--- src/rtl/pipeline_subtractor.sv ---
// Three-stage pipelined unsigned subtractor: capture, low-half subtract, high-half subtract.
// The low-half borrow crosses one register boundary into the high-half stage.
module pipeline_subtractor #(
    parameter int WIDTH = 8
) (
    input  logic             clk,
    input  logic             rst,
    input  logic             in_valid,
    input  logic [WIDTH-1:0] a,
    input  logic [WIDTH-1:0] b,
    input  logic             stall,
    input  logic             flush,
    output logic             out_valid,
    output logic [WIDTH-1:0] diff,
    output logic             bout,
    output logic             busy,
    output logic [7:0]       result_cnt
);

    localparam int H = WIDTH / 2;

    logic [WIDTH-1:0] a1, b1;
    logic             v1;
    logic [H-1:0]     dl2, a2_hi, b2_hi;
    logic             bl2;
    logic             v2;

    logic [H:0]       low_sub;
    logic [H:0]       high_sub;

    // Borrow is the MSB of each H+1-bit half result.
    always_comb begin
        low_sub  = {1'b0, a1[H-1:0]} - {1'b0, b1[H-1:0]};
        high_sub = {1'b0, a2_hi} - {1'b0, b2_hi} - {{H{1'b0}}, bl2};
    end

    assign busy = v1 | v2 | out_valid;

    always_ff @(posedge clk or posedge rst) begin
        if (rst) begin
            a1         <= '0;
            b1         <= '0;
            v1         <= 1'b0;
            dl2        <= '0;
            bl2        <= 1'b0;
            a2_hi      <= '0;
            b2_hi      <= '0;
            v2         <= 1'b0;
            diff       <= '0;
            bout       <= 1'b0;
            out_valid  <= 1'b0;
            result_cnt <= '0;
        end else if (flush) begin
            // Flush outranks stall; the delivered-result count survives it.
            a1        <= '0;
            b1        <= '0;
            v1        <= 1'b0;
            dl2       <= '0;
            bl2       <= 1'b0;
            a2_hi     <= '0;
            b2_hi     <= '0;
            v2        <= 1'b0;
            diff      <= '0;
            bout      <= 1'b0;
            out_valid <= 1'b0;
        end else if (!stall) begin
            a1        <= a;
            b1        <= b;
            v1        <= in_valid;
            dl2       <= low_sub[H-1:0];
            bl2       <= low_sub[H];
            a2_hi     <= a1[WIDTH-1:H];
            b2_hi     <= b1[WIDTH-1:H];
            v2        <= v1;
            diff      <= {high_sub[H-1:0], dl2};
            bout      <= high_sub[H];
            out_valid <= v2;
            if (v2) begin
                result_cnt <= result_cnt + 8'd1;
            end
        end
    end

endmodule
--- config.mk ---
export PLATFORM = sky130hd
export DESIGN_NAME = pipeline_subtractor
export DESIGN_NICKNAME = d
export VERILOG_FILES = /design/src/rtl/pipeline_subtractor.sv
export SDC_FILE = /design/constraint.sdc
export NUM_CORES = 1
export LEC_CHECK = 0
export ABC_AREA = 0
export CAP_MARGIN = 20
export CORE_AREA = 2 2 73 75
export CTS_BUF_LIST = sky130_fd_sc_hd__clkbuf_8
export DETAILED_ROUTE_END_ITERATION = 10
export DIE_AREA = 0 0 75 77
export GPL_TIMING_DRIVEN = 0
export PLACE_DENSITY = 0.75
export SYNTH_ARGS = -nofsm -noshare
export SYNTH_HDL_FRONTEND = slang
export SYNTH_SLANG_ARGS = --single-unit
--- constraint.sdc ---
create_clock -name clk -period 1.6 [get_ports clk]
set_input_delay 0.32 -clock clk [delete_from_list [all_inputs] [get_ports clk]]
set_output_delay 0.32 -clock clk [all_outputs]
set_load 0.01 [all_outputs]
== Word-level counts from Yosys, hierarchy flattened ==
Cells that the tools add are included.
Cells by class
  $add $sub $neg: 4
  equal/unequal tests: 1
  mux-type cells: 22
  bitwise gates (word level): 4
  reduce and logical (&&, ||, !) cells: 1
Operators by type and width (number)
  $mux 8: 6
  $mux 4: 6
  $mux 1: 10
  $sub 4x4->5: 2
  $add 8x1->8 const B: 1
  $sub 5x1->5: 1
  $reduce_and 3->1: 1
  $ne 2x1->1 const B: 1
  $not 1->1: 2
  $or 1x1->1: 2
Storage, ports and cells
  flip-flop bits (word level): 49
  output and inout port bits: 19

== Depth between registers and ports, before layout ==
  depth in word-level cells: 4
  gate-level depth with buffers: 8
  mapped depth without buffers: 8

== Least setup slack after synthesis ==
No wires, ideal clock.
  path kind: reg-to-reg
  from: reg a2_hi[0]
  to: reg diff[7]
  setup time: 66 ps
  data arrival time: 1732 ps
  data required time: 1534 ps
  path slack: -198 ps
  stages on the path, launching flop included: 8
  clock period less this slack: 1798 ps
  cell sequence: dfrtp_1 > fa_1 > inv_1 > ha_1 > o21ai_0 > nand3b_1 > nor4b_1 > a221o_1
Between the ends
  word-level cells in the longest chain between the ends: 4
Ends and longest elaborated chain
  from (decl): line 24  | logic [H-1:0] dl2, a2_hi, b2_hi;
  from (signal assigned): line 72  | a2_hi <= a1[WIDTH-1:H];
  $sub 4x4->5: line 34  | high_sub = {1'b0, a2_hi} - {1'b0, b2_hi} - {{H{1'b0}}, bl2};
  $sub 5x1->5: line 34
  $mux 8: line 66  | end else if (!stall) begin
  $mux 8: line 53  | end else if (flush) begin
  to (signal assigned): line 75  | diff <= {high_sub[H-1:0], dl2};
  to (decl): line 14  | output logic [WIDTH-1:0] diff,
No other way between the ends. The select of a mux whose other input is x is not followed.
A chain may end at the register's enable or synchronous reset.

== Worst setup path after layout ==
  from: reg bl2
  to: reg diff[7]
Between the ends
  word-level cells in the longest chain between the ends: 3
Ends and longest elaborated chain
  from (decl): line 25  | logic bl2;
  from (signal assigned): line 71  | bl2 <= low_sub[H];
  $sub 5x1->5: line 34
  $mux 8: line 66
  $mux 8: line 53
No other way between the ends. The select of a mux whose other input is x is not followed.

==> metrics.md <==
| Metric | Value |
|---|---|
| Period utilization | 1.19 |
| CP Max Fanout | 2 |
| Post-Synth Simple-Gate Area | 0.129 |
| Antenna-violating nets left | 0 |
| Initial Util | 0.474 |
| CP top delay family | adder cells |
| Count of final setup violators | 3 |
| Final Routed Wirelength | ~4700 microns |
| Compound-Gate Fraction of Synth Area | 0.0382 |
| Ys flop type | dfrtp_1 |
| Crit. Startpoint | bl2 |
| Failing checks | negative setup slack |
| Nets | roughly 300 |
| CTS root buffer | clkbuf_8 |
| EDFF count, synth | 0 |
| TritonCTS clock tree | yes |
| I/O pin cnt | 40 |
| Die Wd | approximately 75 microns |
| Post-synthesis mux area share | 0.136 |
| Fmax | 527 MHz |
| Top post-synthesis cells by area | dfrtp_1 (52%), mux2i_1 (13%), nor2_1 (6.5%) |
| GPL Wtd Cong | 0.784 |
| Worst-Margin Slew | ~0.6 ns |
| R2R depth | 8 |
| Antenna violations before repair | 0 |
| Most instantiated cells after synthesis | dfrtp_1 (49), nor2_1 (41), mux2i_1 (31) |
| Worst Setup EP | diff[7] |
| DIE AREA | 0.00578 sq mm |
| Clk sink count | ~50 |
| Max cap viols | 0 |
| CP required | between 1.5 and 2 ns |
| Cell taking the most area after synthesis | dfrtp_1 |
| Global route overflow | 0 |
| Cts bufs inserted | 5 |
| Fin crit period | ~1.9 ns |
| Bufs on Longest Clock Path | 2 |
| Worst EP arrival | 2.14 ns |
| Sequential share of the synthesized area | 0.520 |
| Synth Area in Adders | 0.0838 |
| Max incr delay on CP | around 0.57 ns |
| Status | finished, violations left |
| Setup WS post-layout | -0.296 ns |
| Avg Inst Size Synth | ~11 sq um |
| Via count | ~1600 |
| Layout area overhead | 28.5% |
| Worst Path Buf+Inv | 2 |
| Core Util, Final | 0.609 |
| # DRC | 0 |
| Synth cell types | 30 |
| Post-detailed-route via-to-cell ratio | 4.86 |
| Vias in the first global route | ~1700 |
| Largest family of logic cells by synthesized area | multiplexers |
| Core area | ~0.005 sq mm |
| Clk pin slew, worst setup/hold paths | ~0.080 ns |
| Most numerous cell in the Yosys netlist | dfrtp_1 |
| Pwr/cell area | around 860 mW/mm^2 |
| Crit path launch type | flop |
| Leakage power | 1.49 nW |
| Routed wire length per instance | roughly 14 microns |
| Port Buffers | 38 |
| Relative slew slack | 0.600 |
| Post-Syn Nets | roughly 250 |
| CP endpoint kind | flop |
| VDD IR-drop max | roughly 0.0007 V |
| Fraction of layout cells with a size suffix above 1 | 0.149 |
| Async set-or-reset flop fraction in the synthesized netlist | 1.00 |
| Die H | roughly 77 microns |
| Hold/Removal Path Class | input port to flop |
| Gr usage total | 0.181 |
| Depth of the CTS H-tree | 2 |
| Total power draw | about 2.6 mW |
| First-iteration detailed-routing DRC count | 70 |
| Synth Area in XOR/XNOR | 0.0408 |
| RSZ-0062 raised after global routing | true |
| Rows | 26 |
| Synth top area share | 0.520 |
| Largest net degree at the start of global routing | 28 |
| Setup TNS | -0.412 ns |
| Final Skew | 0.00383 ns |
| Setup Crit Path Kind | flop to flop |
| DR pass1 iterations | 4 |
| Crit Reg-Reg Endpoint | diff[7] |
| Crit path cell chain | inv_2, fa_2, inv_1, ha_1, o21ai_1, nand3b_1, nor4b_2, a221o_1 |
| CP max stage cell | fa_2 |
| Post-DP HPWL | 3260 microns |
| Antenna diode count | 0 |
| Synth Cell Area | between 0.002 and 0.0025 sq mm |
| Ys Warns | 0 |
| Count of final hold-check violations | 0 |
| Global-route wire length before repair | about 8000 microns |
| Worst path depth | 8 |
| R2R setup slack | -0.30 ns |
| Slew Viols, Final | 0 |
| Synth Register Bits | 49 |
| Skew-Pair Late Insertion Delay | approximately 0.3 ns |
| Synth Instances | 213 |
| Reg2Reg Launch Point | bl2 |
-- worst min path at each step --
stage	startpoint	to	slack [ns]	cells after the start
finish	flush	result_cnt[0]	0.36	3
global route	flush	result_cnt[0]	0.37	3
CTS	flush	result_cnt[0]	0.36	3
detailed placement	result_cnt[5]	result_cnt[5]	0.49	1
global placement	result_cnt[7]	result_cnt[7]	0.46	1
floorplan	a[0]	a1[0]	0.47	2
-- power by group --
group / total, mW / switching, mW / internal, mW
Sequential: 1.36 / 0.0499 / 1.32
Combinational: 0.523 / 0.248 / 0.274
Clock: 0.729 / 0.392 / 0.337
-- timing repair --
item | in CTS | in global routing
setup endpoints to repair | 10 | 10
pin swaps | 3 | 5
gates cloned | 0 | 0
gates resized for setup | 8 | 6
hold buffers | 0 | 0
buffers inserted | 6 | 3
-- cell type report --
cell class | count | area [sq um]
tap | 70 | 87.6
sequential | 49 | 1230
fill | 414 | 1950
clock buffer | 6 | 82.6
buffer | 10 | 62.6
multi-input combinational | 137 | 1040
inverter | 17 | 63.8
timing repair buffer | 48 | 465
clock inverter | 1 | 3.75
-- state kept, by name, summed over array words and instances (netlist names) --
name	count
a1	8
a2_hi	4
diff	8
b1	8
bl2	1
out_valid	1
b2_hi	4
dl2	4
v2	1
result_cnt	8
bout	1
v1	1
-- worst reg2reg max path: stages, from the launching register on --
cell and delay [ns]:
dfrtp_1 0.37, inv_2 0.05, fa_2 0.57, inv_1 0.05, ha_1 0.17, o21ai_1 0.11
nand3b_1 0.14, nor4b_2 0.24, a221o_1 0.14
-- stage by stage --
step                      cells  worst slack [ns]  area, sq um  hold slack [ns]
final                       338            -0.296         3030            0.360
after global routing        338            -0.456         3030            0.374
after detailed placement    322            -0.288         2860            0.488
after floorplan             213            -0.145         2370            0.473
after global placement      321            -0.869         2840            0.460
after CTS                   335            -0.302         2990            0.356
-- logic make-up (layout without fill, tap and decap cells) --
family,count (synthesis),in the layout
fa+ha+maj,14,14
flops,49,49
xor+xnor,11,11
simple gates,64,64
mux,32,32
buf+inv,27,82
compound gates,16,16
-- routing by layer --
layer / vias up / global-route usage / wire length (microns)
li1: 802 / - / -
met1: 806 / 0.251 / 2120
met2: 30 / 0.275 / 2380
met3: 6 / 0.0355 / 184
met4: 0 / 0.0750 / 63
met5: - / 0 / 0
-- cells in the final DEF, fill, tap and decap left out, types with 7 or more instances in the layout --
cell,instances
ha_1,10
dfrtp_1,49
xnor2_1,7
clkdlybuf4s50_1,36
buf_4,11
nand2_1,8
a21oi_1,8
inv_1,14
nor2_1,41
mux2i_1,31
Power figures use the tool's default switching activity.
